**config.mk**
```make
export PLATFORM = sky130hd
export DESIGN_NAME = jtag_tap_core
export DESIGN_NICKNAME = d
export VERILOG_FILES = /design/src/rtl/jtag_tap_pkg.sv /design/src/rtl/jtag_tap_fsm.sv /design/src/rtl/jtag_tap_core.sv
export SDC_FILE = /design/constraint.sdc
export NUM_CORES = 1
export LEC_CHECK = 0
export CORE_MARGIN = 4
export CORE_UTILIZATION = 53
export DETAILED_ROUTE_END_ITERATION = 10
export GPL_ROUTABILITY_DRIVEN = 1
export GPL_TIMING_DRIVEN = 1
export PLACE_DENSITY = 0.89
export SLEW_MARGIN = 20
export SYNTH_ARGS = -nofsm -noshare
export SYNTH_HDL_FRONTEND = slang
export SYNTH_SLANG_ARGS = --single-unit
```
**constraint.sdc**
```tcl
create_clock -name TCK -period 6.8 [get_ports TCK]
set_input_delay 0.68 -clock TCK [delete_from_list [all_inputs] [get_ports TCK]]
set_output_delay 0.68 -clock TCK [all_outputs]
set_load 0.02 [all_outputs]
```
**src/rtl/jtag_tap_pkg.sv**
```systemverilog
// Shared TAP definitions: the 16 IEEE 1149.1 controller state codes,
// instruction opcodes and DR path selection used by the FSM and the core.
package jtag_tap_pkg;

  typedef enum logic [3:0] {
    TLR    = 4'd0,
    RTI    = 4'd1,
    SEL_DR = 4'd2,
    CAP_DR = 4'd3,
    SH_DR  = 4'd4,
    EX1_DR = 4'd5,
    PAU_DR = 4'd6,
    EX2_DR = 4'd7,
    UPD_DR = 4'd8,
    SEL_IR = 4'd9,
    CAP_IR = 4'd10,
    SH_IR  = 4'd11,
    EX1_IR = 4'd12,
    PAU_IR = 4'd13,
    EX2_IR = 4'd14,
    UPD_IR = 4'd15
  } tap_state_t;

  // BYPASS is the all-ones opcode at whatever IR width is chosen.
  localparam int unsigned OPC_IDCODE = 1;
  localparam int unsigned OPC_USER   = 2;

  typedef enum logic [1:0] {
    PATH_BYPASS,
    PATH_IDCODE,
    PATH_USER
  } dr_path_t;

  // The IR column of the state diagram occupies codes SEL_IR..UPD_IR.
  function automatic logic is_ir_state(input tap_state_t s);
    return s >= SEL_IR;
  endfunction

endpackage

```
**src/rtl/jtag_tap_fsm.sv**
```systemverilog
// IEEE 1149.1 TAP controller: 16-state machine stepped by TMS on TCK rise,
// forced to Test-Logic-Reset asynchronously by TRST.
module jtag_tap_fsm
  import jtag_tap_pkg::*;
(
  input  logic       TCK,
  input  logic       TRST,
  input  logic       TMS,
  output logic [3:0] STATE,
  output logic [3:0] NEXT_STATE
);

  tap_state_t state_q;
  tap_state_t state_d;

  // NOTE: sequential state uses non-blocking assignments so every flop samples pre-edge values.
  always_ff @(posedge TCK or posedge TRST) begin
    if (TRST) state_q <= TLR;
    else      state_q <= state_d;
  end

  // NOTE: default assignment first so no path through the case can infer a latch.
  always_comb begin
    state_d = state_q;
    case (state_q)
      TLR:    state_d = TMS ? TLR    : RTI;
      RTI:    state_d = TMS ? SEL_DR : RTI;
      SEL_DR: state_d = TMS ? SEL_IR : CAP_DR;
      CAP_DR: state_d = TMS ? EX1_DR : SH_DR;
      SH_DR:  state_d = TMS ? EX1_DR : SH_DR;
      EX1_DR: state_d = TMS ? UPD_DR : PAU_DR;
      PAU_DR: state_d = TMS ? EX2_DR : PAU_DR;
      EX2_DR: state_d = TMS ? UPD_DR : SH_DR;
      UPD_DR: state_d = TMS ? SEL_DR : RTI;
      SEL_IR: state_d = TMS ? TLR    : CAP_IR;
      CAP_IR: state_d = TMS ? EX1_IR : SH_IR;
      SH_IR:  state_d = TMS ? EX1_IR : SH_IR;
      EX1_IR: state_d = TMS ? UPD_IR : PAU_IR;
      PAU_IR: state_d = TMS ? EX2_IR : PAU_IR;
      EX2_IR: state_d = TMS ? UPD_IR : SH_IR;
      UPD_IR: state_d = TMS ? SEL_DR : RTI;
      default: state_d = TLR;
    endcase
  end

  always_comb begin
    STATE      = state_q;
    NEXT_STATE = state_d;
  end

endmodule

```
**src/rtl/jtag_tap_core.sv**
```systemverilog
// TAP core: instruction register, BYPASS/IDCODE/USER data paths and TDO mux.
// Define JTAG_TAP_IDCODE_EN to include the IDCODE register and make IDCODE the reset instruction.
module jtag_tap_core
  import jtag_tap_pkg::*;
#(
  parameter int          IR_W       = 4,
  parameter int          DR_W       = 32,
  parameter logic [31:0] IDCODE_VAL = 32'h1A5E_0001
) (
  input  logic            TCK,
  input  logic            TRST,
  input  logic            TMS,
  input  logic            TDI,
  output logic            TDO,
  output logic            TDO_EN,
  output logic [3:0]      STATE,
  output logic [IR_W-1:0] IR,
  input  logic [DR_W-1:0] USER_CAPTURE,
  output logic [DR_W-1:0] USER_UPDATE,
  output logic            USER_UPDATE_STB
);

  if (IR_W < 2 || IR_W > 8 || DR_W < 1 || DR_W > 64 || IDCODE_VAL[0] != 1'b1) begin : g_bad_cfg
    $error("jtag_tap_core: illegal IR_W, DR_W or IDCODE_VAL");
  end

`ifdef JTAG_TAP_IDCODE_EN
  localparam logic [IR_W-1:0] RESET_INSTR = IR_W'(OPC_IDCODE);
`else
  localparam logic [IR_W-1:0] RESET_INSTR = '1;
`endif
  localparam logic [IR_W-1:0] USER_INSTR  = IR_W'(OPC_USER);
  localparam logic [IR_W-1:0] IR_CAPTURE  = IR_W'(2'b01);

  logic [3:0]      state_raw;
  logic [3:0]      next_raw;
  tap_state_t      state;
  tap_state_t      next_state;
  dr_path_t        path;

  logic [IR_W-1:0] ir_shift;
  logic [IR_W-1:0] ir_q;
  logic            bypass_q;
  logic [DR_W-1:0] user_shift;
  logic [DR_W-1:0] user_shifted;
  logic [DR_W-1:0] user_update_q;
  logic            stb_q;

  jtag_tap_fsm u_fsm (
    .TCK        (TCK),
    .TRST       (TRST),
    .TMS        (TMS),
    .STATE      (state_raw),
    .NEXT_STATE (next_raw)
  );

  assign state      = tap_state_t'(state_raw);
  assign next_state = tap_state_t'(next_raw);

  // Anything not explicitly USER or (when built in) IDCODE falls to BYPASS.
  always_comb begin
    path = PATH_BYPASS;
    if (ir_q == USER_INSTR) path = PATH_USER;
`ifdef JTAG_TAP_IDCODE_EN
    else if (ir_q == IR_W'(OPC_IDCODE)) path = PATH_IDCODE;
`endif
  end

  // Loading the reset instruction on the edge that enters TLR keeps IR valid
  // for the whole time the controller sits in TLR.
  always_ff @(posedge TCK or posedge TRST) begin
    if (TRST) begin
      ir_shift <= '0;
      ir_q     <= RESET_INSTR;
    end else begin
      case (state)
        CAP_IR:  ir_shift <= IR_CAPTURE;
        SH_IR:   ir_shift <= {TDI, ir_shift[IR_W-1:1]};
        default: ir_shift <= ir_shift;
      endcase
      if (next_state == TLR)   ir_q <= RESET_INSTR;
      else if (state == UPD_IR) ir_q <= ir_shift;
    end
  end

  if (DR_W > 1) begin : g_user_wide
    assign user_shifted = {TDI, user_shift[DR_W-1:1]};
  end else begin : g_user_narrow
    assign user_shifted = TDI;
  end

  always_ff @(posedge TCK or posedge TRST) begin
    if (TRST) begin
      bypass_q      <= 1'b0;
      user_shift    <= '0;
      user_update_q <= '0;
      stb_q         <= 1'b0;
    end else begin
      stb_q <= 1'b0;
      case (state)
        CAP_DR: begin
          bypass_q   <= 1'b0;
          user_shift <= USER_CAPTURE;
        end
        SH_DR: begin
          if (path == PATH_BYPASS) bypass_q   <= TDI;
          if (path == PATH_USER)   user_shift <= user_shifted;
        end
        UPD_DR: begin
          if (path == PATH_USER) begin
            user_update_q <= user_shift;
            stb_q         <= 1'b1;
          end
        end
        default: ;
      endcase
    end
  end

`ifdef JTAG_TAP_IDCODE_EN
  logic [31:0] idcode_shift;

  always_ff @(posedge TCK or posedge TRST) begin
    if (TRST) begin
      idcode_shift <= '0;
    end else if (state == CAP_DR) begin
      idcode_shift <= IDCODE_VAL;
    end else if (state == SH_DR && path == PATH_IDCODE) begin
      idcode_shift <= {TDI, idcode_shift[31:1]};
    end
  end
`endif

  always_comb begin
    TDO = bypass_q;
    if (is_ir_state(state)) begin
      TDO = ir_shift[0];
    end else begin
      case (path)
        PATH_USER:   TDO = user_shift[0];
`ifdef JTAG_TAP_IDCODE_EN
        PATH_IDCODE: TDO = idcode_shift[0];
`endif
        default:     TDO = bypass_q;
      endcase
    end
  end

  assign TDO_EN          = (state == SH_DR) || (state == SH_IR);
  assign STATE           = state_raw;
  assign IR              = ir_q;
  assign USER_UPDATE     = user_update_q;
  assign USER_UPDATE_STB = stb_q;

endmodule
```
**Yosys cells after proc, flatten, opt, wreduce, memory -nomap -nowiden**

Cells that the tools add are included.

- Magnitude comparators: 1
- Reduce and logical (&&, ||, !) cells: 13
- Equality and inequality tests: 19
- Muxes and demuxes: 25

Operators with widths:

| operator | count |
|---|---|
| one-hot mux 32 bit (2 select lines) | 1 |
| one-hot mux 4 bit (12 select lines) | 1 |
| equality test 4 bit, second input constant | 8 |
| 2-to-1 mux 32 bit | 1 |
| 2-to-1 mux 4 bit | 6 |
| equality test 4 x 3 -> 1 bit, second input constant | 4 |
| equality test 4 x 2 -> 1 bit, second input constant | 3 |
| zero test 4 bit | 2 |
| 2-to-1 mux 1 bit | 8 |
| 2-to-1 mux 2 bit | 4 |
| one-hot mux 4 bit (2 select lines) | 1 |
| 2-to-1 mux 3 bit | 2 |
| AND reduction 2 bit | 3 |
| nonzero test 2 bit | 3 |
| equality test 4 x 1 -> 1 bit, second input constant | 1 |
| >= comparator 4 bit, second input constant | 1 |
| != test 2 bit, second input constant | 2 |
| OR reduction 2 bit | 2 |
| OR reduction 3 bit | 1 |
| equality test 2 bit, second input constant | 1 |
| zero test 2 bit | 1 |
| one-hot mux 1 bit (2 select lines) | 1 |
| logical OR 1 bit | 1 |

- Flip-flop bits (word level): 78
- Output and inout bits: 43
- Word-level logic and storage cells: 65

**Logic depth before layout (Yosys ltp)**

Gate-level depths: netlist of the first run.

- Depth in word-level cells: 5
- Mapped depth: 7
- Depth with buffers taken out: 4

**Hierarchy**

Synthesis of the first run repeated with hierarchy kept, for this count alone.

- Cells, all modules: 271
- Area, all modules: 3567.2 um2

Modules (own cells, without submodules):

| module | seq. area each (um2) | instances | area each (um2) | cells an instance |
|---|---|---|---|---|
| jtag_tap_core | 1856.8 | 1 | 3254.4 | 233 |
| jtag_tap_fsm | 100.1 | 1 | 312.8 | 38 |

**Least setup slack after synthesis of the first run**

Ideal clock, no wire load.

- Kind: register to output
- Start: reg u_fsm.state_q[0], in the netlist u_fsm.STATE[0]
- End: out TDO_EN
- Required time: 6120 ps
- Setup slack: 4661 ps
- Arrival: 1459 ps
- Path buffers: 2
- Cell stages (with the launch flop): 5
- Cells stage by stage: dfrtp_1 > buf_6 > clkbuf_1 > nand2_1 > o21ai_0

- Longest elaborated chain between the ends: 2
- Elaborated cells between the ends (all ways): 3

RTL lines:

| element | line | source |
|---|---|---|
| start: declaration | jtag_tap_fsm.sv:13 | `tap_state_t state_q;` |
| start signal: assignment | jtag_tap_fsm.sv:19 | `else state_q <= state_d;` |
| equality test 4 x 3 -> 1 bit or equality test 4 bit (tied branches) | jtag_tap_core.sv:149 | `assign TDO_EN = (state == SH_DR) \|\| (state == SH_IR);` |
| logical OR 1 bit * | jtag_tap_core.sv:149 |  |
| end: declaration | jtag_tap_core.sv:15 | `output logic TDO_EN,` |

Every way passes the cells marked *; elsewhere a longest branch is shown, timed or not.

**Final worst setup path of the first run**

- Start: reg u_fsm.state_q[0], in the netlist u_fsm.STATE[0]
- End: out TDO

- Longest elaborated chain between the ends: 2

RTL lines:

| element | line | source |
|---|---|---|
| >= comparator 4 bit | jtag_tap_pkg.sv:36 | `return s >= SEL_IR;` |
| 2-to-1 mux 1 bit | jtag_tap_core.sv:136 | `if (is_ir_state(state)) begin` |
| end: declaration | jtag_tap_core.sv:14 | `output logic TDO,` |

Every way passes these cells.

==> results.txt, run 1 <==
RSZ-0062 raised after global routing: false
Hold Fails Final Rpt: 0
Critical path type: reg -> out
Share of cells above drive strength 1: 8.29%
Final Setup Violations: 0
Routed wire length: 7670 um
Max-slew violations: 0
Root Driver: clkbuf_8
Clock skew: 9.31 ps
PortBufs: 78
Fmax: 327 MHz
Nature of the critical path endpoint: primary output
Clock Latency Late Sink: 340 ps
Clock tree from TritonCTS: yes
CTS H-tree lvls: 3
Synth Area per Inst: 9.81 um^2
FP Rows: 28
Slew headroom: 37.5%
Setup slack, reg-to-reg: 4030 ps
IO Pins: 79
Number of synthesized register bits: 78
Critical R2R Launch: u_fsm.STATE[0]$_DFF_PP0_
Initial Util: 55.4%
Leakage power: 1.94 nW
CTS Buffer Depth: 2
Syn Inst Count: 340
Worst Tran Pin Value: 938 ps
DRC Markers: 0
RR Endpoint: user_shift[7]$_DFFE_PP0P_
Initial antenna violation count: 0
Worst ir drop on vdd: 0.000344 V
First-pass GRT wire length: 12400 um
Post_cts resized: 0
CP startpoint: u_fsm.STATE[0]$_DFF_PP0_
Req. time, crit path: 6120 ps
Crit path to: TDO
Setup TNS: 0 ps
Max-Cap Viols: 0
Pwr Density: 371 nW/um^2
CP Max Fanout: 21
Sequential share of the synthesized area: 58.7%
Grt ovf: 0
Die height: 87.3 um
Yosys warns: 0
Initial DRC count: 120
CTS clk-pin slew, worst paths: 80 ps
Netlist cell types: 30
Startpoint types: flop
Fillers: 439
Routed Antenna Nets: 0
Via density: 5.55
Clock sinks: 78
Synthesized net count: 376
Area of the core: 6030 um^2
Drt wl/cell: 15.8 um
# Post-CTS Setup Buffers: 0
N_diodes: 0
Initial DRT Pass Iterations: 4
Synth Cell Area: 3340 um^2
Hold Crit Class: reg -> reg
Overall power: 1.60 mW
CP arrival: 2380 ps
Dpl hpwl: 5170 um
Hold_buf cts: 0
Status: finished clean
Vias in the first global route: 2583
GRT Total Usage: 21.1%
Clock buffer count from CTS: 9
Die ar.: 7630 um^2
Final min period: 3060 ps
Layout area overhead: 29.1%
Chip width: 87.3 um
GPL Wtd Cong: 0.754
Via count: 2692
Fin crit share: 44.9%
Largest net degree at the start of global routing: 79
Worst-case reg-to-reg path depth: 3
Final #Nets: 441
==> layout make-up <==
class | count | area [um^2] | share of cell area (%)
clock buffers | 10 | 138 | 3.20
clock inverters | 6 | 70.1 | 1.63
inverters | 36 | 136 | 3.17
multi-input cells | 201 | 1120 | 26.1
flip-flops and latches | 78 | 1960 | 45.4
well taps | 75 | 93.8 | 2.18
repair buffers | 79 | 788 | 18.3
==> metrics by stage <==
step / std cells / util, % / area (um^2) / setup slack, ps / hold slack (ps)
detailed placement: 469 / 67.9 / 4090 / 4080 / 470
floorplan: 340 / - / 3340 / 4130 / 471
global placement: 469 / 67.9 / 4090 / 4010 / 461
global route: 485 / 71.5 / 4310 / 3710 / 513
CTS: 485 / 71.3 / 4300 / 3740 / 488
finish: 485 / 71.5 / 4310 / 3740 / 480
==> worst min path at each step <==
stage                                            from                     endpoint  cells past startpoint
after floorplan               ir_shift[2]$_DFFE_PP0P_      ir_shift[2]$_DFFE_PP0P_                      2
after global placement    USER_UPDATE[12]$_DFFE_PP0P_  USER_UPDATE[12]$_DFFE_PP0P_                      2
after detailed placement  USER_UPDATE[11]$_DFFE_PP0P_  USER_UPDATE[11]$_DFFE_PP0P_                      2
after CTS                 USER_UPDATE[27]$_DFFE_PP0P_  USER_UPDATE[27]$_DFFE_PP0P_                      2
after global routing      USER_UPDATE[24]$_DFFE_PP0P_  USER_UPDATE[24]$_DFFE_PP0P_                      2
final                     USER_UPDATE[11]$_DFFE_PP0P_  USER_UPDATE[11]$_DFFE_PP0P_                      2
==> cell families after synthesis <==
| group | Yosys count | share of synthesized area, % |
|---|---|---|
| muxes | 5 | 1.50 |
| DFF | 78 | 58.7 |
| buffers and inverters | 61 | 8.21 |
| xor gates and xnor gates | 2 | 0.525 |
| AOI/OAI and AO/OA | 121 | 20.7 |
| and+or+nand+nor | 73 | 10.4 |
==> cells in the final DEF (no fill, tap or decap), types with 2 or more instances in the layout <==
cell and n:
mux2i_1 5, o211ai_1 2, o22ai_1 32, a21oi_1 33, clkinv_4 3, nand2_1 53
nor2b_1 4, inv_1 35, a21oi_2 6, o21ai_0 42, dfstp_2 4, nand3_1 3
nor2_1 5, nor4b_4 2, clkinv_2 2, clkbuf_8 10, clkdlybuf4s50_1 78, o31ai_1 2
dfrtp_1 74
==> per-layer routing <==
layer | vias up | share of wire [%] | global-route usage [%]
li1 | 1287 | - | -
met1 | 1294 | 43 | 28.3
met2 | 99 | 50 | 33.9
met3 | 12 | 5.8 | 3.60
met4 | 0 | 1.6 | 8.65
met5 | - | 0 | 0
==> power breakdown <==
group | internal, mW | total, mW | switching (mW)
Clock | 0.182 | 0.355 | 0.173
Combinational | 0.220 | 0.493 | 0.273
Sequential | 0.609 | 0.752 | 0.142
Total | 1.01 | 1.60 | 0.588
==> worst max-delay path, stage by stage (launching register included) <==
cell	delay [ps]
dfrtp_1	630
o31ai_1	480
nor2_1	100
a21oi_1	180
clkdlybuf4s50_1	630
==> Yosys cell counts (all sizes together) <==
library cell / n / area share (%)
nand3: 4 / 0.60
o31ai: 2 / 0.45
o2bb2ai: 1 / 0.26
dfrtp: 74 / 56
o221ai: 1 / 0.26
dfstp: 4 / 3.2
a311oi: 1 / 0.26
xor2: 1 / 0.26
mux2i: 5 / 1.5
nor2: 5 / 0.56
a31oi: 1 / 0.19
nand2b: 1 / 0.19
clkbuf: 11 / 1.2
o211ai: 2 / 0.45
nand4: 1 / 0.19
and2: 1 / 0.19
buf: 14 / 2.9
nand2: 54 / 6.2
xnor2: 1 / 0.26
a21oi: 39 / 6.5
nand4bb: 1 / 0.34
nor2b: 4 / 0.75
o21ai: 42 / 6.3
o22ai: 32 / 6.0
nor4b: 2 / 1.4
inv: 36 / 4.1
==> flip-flops by register name, summed over array words and instances, names as in the netlist <==
register and cells:
USER_UPDATE 32, user_shift 32, IR 4, ir_shift 4, USER_UPDATE_STB 1, u_fsm.STATE 4
bypass_q 1
(Power assumes the default switching activity.)
==> run 2: changes to the inputs <==
--- a/config.mk
+++ b/config.mk
@@ -6,11 +6,11 @@
 export NUM_CORES = 1
 export LEC_CHECK = 0
 export CORE_MARGIN = 4
-export CORE_UTILIZATION = 53
+export CORE_UTILIZATION = 45
 export DETAILED_ROUTE_END_ITERATION = 10
 export GPL_ROUTABILITY_DRIVEN = 1
 export GPL_TIMING_DRIVEN = 1
-export PLACE_DENSITY = 0.89
+export PLACE_DENSITY = 0.81
 export SLEW_MARGIN = 20
 export SYNTH_ARGS = -nofsm -noshare
 export SYNTH_HDL_FRONTEND = slang
==> constraint.sdc (replaced) <==
create_clock -name TCK -period 2.55 [get_ports TCK]
set_input_delay 0.255 -clock TCK [delete_from_list [all_inputs] [get_ports TCK]]
set_output_delay 0.255 -clock TCK [all_outputs]
set_load 0.02 [all_outputs]
==> results.txt, run 2 (synthesis results as in run 1) <==
Status: finished clean
Largest net degree at the start of global routing: 43 (-46%)
Hold Crit Class: in -> async
Sequential share of power: 45.6% (-1.4 points)
Critical path type: reg -> out
Fin crit share: 94.6%
GPL Wtd Cong: 0.762 (+1.1%)
First-pass GRT wire length: 12500 um (+1.0%)
Via count: 2594 (-3.6%)
Grt ovf: 0 (unchanged)
Leakage power: 1.97 nW (+1.6%)
Share of cells above drive strength 1: 8.92% (+0.62 points)
Hold slack: 301 ps (-179 ps)
Layout area overhead: 31.9%
Initial Util: 46.2% (-9.1 points)
Net Sw Power: 1.50 mW (+160%)
Placed cell count: 499 (+6.4%)
Via density: 5.05 (-9.1%)
CP arrival: 2160 ps (-220 ps)
CTS H-tree lvls: 3 (unchanged)
Commonest non-fill, non-tap cell in the layout: clkdlybuf4s50_1
Hold_buf cts: 0 (unchanged)
Final worst slack: 138 ps (-3610 ps)
Root Driver: clkbuf_8
Initial DRT Pass Iterations: 4 (unchanged)
Slew headroom: 58.1% (+21 points)
CTS Buffer Depth: 2 (unchanged)
Routed Antenna Nets: 0 (unchanged)
CTS clk-pin slew, worst paths: 80 ps (about the same)
Hold Fails Final Rpt: 0 (unchanged)
Initial antenna violation count: 0 (unchanged)
Routed wire length: 7330 um (-4.4%)
Nature of the critical path endpoint: primary output
Dpl hpwl: 5090 um (-1.5%)
Setup TNS: 0 ps (unchanged)
Post_cts resized: 0 (unchanged)
Dpl ws: 424 ps (-3650 ps)
Sw Share: 34.7% (-2.1 points)
Clock buffer count from CTS: 9 (unchanged)
FP Rows: 31 (+11%)
Clock skew: 8.81 ps (-0.492 ps)
# Post-CTS Setup Buffers: 0 (unchanged)
IO Pins: 79 (unchanged)
Largest stage delay, worst path: 620 ps (about the same)
Clock sinks: 78 (unchanged)
Die ar.: 8850 um^2 (+16%)
Internal Power: 2.83 mW (+180%)
Worst ir drop on vdd: 0.000621 V (+80%)
CP startpoint: IR[1]$_DFFE_PP1P_
Max-Cap Viols: 0 (unchanged)
Final cell utilization of the core: 61.0% (-10 points)
Slowest cell on crit path: clkdlybuf4s50_1
Startpoint types: flop
Final min period: 2410 ps
DRC Markers: 0 (unchanged)
Multi-input gate area: 1110 um^2 (-0.78%)
Final #Nets: 447 (+1.4%)
Reg area: 1960 um^2 (unchanged)
Die height: 94.1 um (+7.7%)
Req. time, crit path: 2300 ps (-3820 ps)
Final non-filler cell total: 514 (+6.0%)
Fmax: 415 MHz
Drt wl/cell: 14.3 um (-9.8%)
Critical R2R Launch: u_fsm.STATE[3]$_DFF_PP0_
Fillers: 633 (+44%)
Max-slew violations: 0 (unchanged)
Clock Latency Late Sink: 330 ps (about the same)
Area of the core: 7210 um^2 (+20%)
Comb pwr share: 30.7% (about the same)
Vias in the first global route: 2632 (+1.9%)
Worst path cell trace: nor4b_4, mux2i_1, a21oi_1, clkdlybuf4s50_1
Chip width: 94.1 um (+7.7%)
Initial DRC count: 102 (-15%)
Final Setup Violations: 0 (unchanged)
PortBufs: 78 (unchanged)
GRT Total Usage: 17.8% (-3.3 points)
RSZ-0062 raised after global routing: false
CP Max Fanout: 5 (-76%)
Clock tree from TritonCTS: yes
Worst Tran Pin Value: 627 ps (-311 ps)
N_diodes: 0 (unchanged)
Pwr Density: 985 nW/um^2 (+170%)
Most frequent cells in the layout: 78 x clkdlybuf4s50_1, 74 x dfrtp_1, 53 x nand2_1
Clock share of power: 23.7% (+1.5 points)
[run 2: final cells by class]
cell class	count	area share, %
Sequential cell	78	44.5
Tap cell	99	2.81
Clock inverter	3	1.54
Multi-Input combinational cell	201	25.3
Inverter	36	3.10
Timing Repair Buffer	85	19.2
Clock buffer	12	3.53
[run 2: final timing paths]
path | slack (ps) | cells after the start | endpoint
worst min-delay path | 300 | 2 | USER_UPDATE[26]$_DFFE_PP0P_
min in group TCK | 480 | 2 | USER_UPDATE[18]$_DFFE_PP0P_
max in group asynchronous | 1560 | 3 | IR[2]$_DFFE_PP1P_
worst max-delay path | 140 | 4 | TDO
worst max register to register | 430 | 4 | user_shift[5]$_DFFE_PP0P_
worst min register to register | 480 | 2 | USER_UPDATE[18]$_DFFE_PP0P_
[run 2: layer usage]
metal | up-vias | track usage, % | routed length, um
met2 | 71 | 29.5 | 3560
li1 | 1294 | - | -
met4 | 0 | 5.42 | 56
met3 | 5 | 3.77 | 444
met5 | - | 0 | 0
met1 | 1224 | 23.4 | 3270
[run 2: power groups by stage]
stage	clock (mW)	combinational, mW	sequential (mW)
after floorplan	0	0.937	1.94
after global placement	0	1.29	1.97
after detailed placement	0	1.34	1.98
after CTS	1.06	1.34	1.97
after global routing	1.11	1.50	2.04
final	1.03	1.33	1.98
[run 2: critical path: cells and delay by family, from the launching register on]
family / cells / cell delay [ps]
buf+inv: 1 / 620
flops: 1 / 550
simple gates: 1 / 370
compound gates: 1 / 160
mux: 1 / 130
[run 2: per-stage QoR]
step                      instance area [um^2]  power [mW]
after floorplan                           3340        2.87
after detailed placement                  4180        3.32
after CTS                                 4400        4.38
after global placement                    4180        3.26
after global routing                      4400        4.65
final                                     4400        4.34
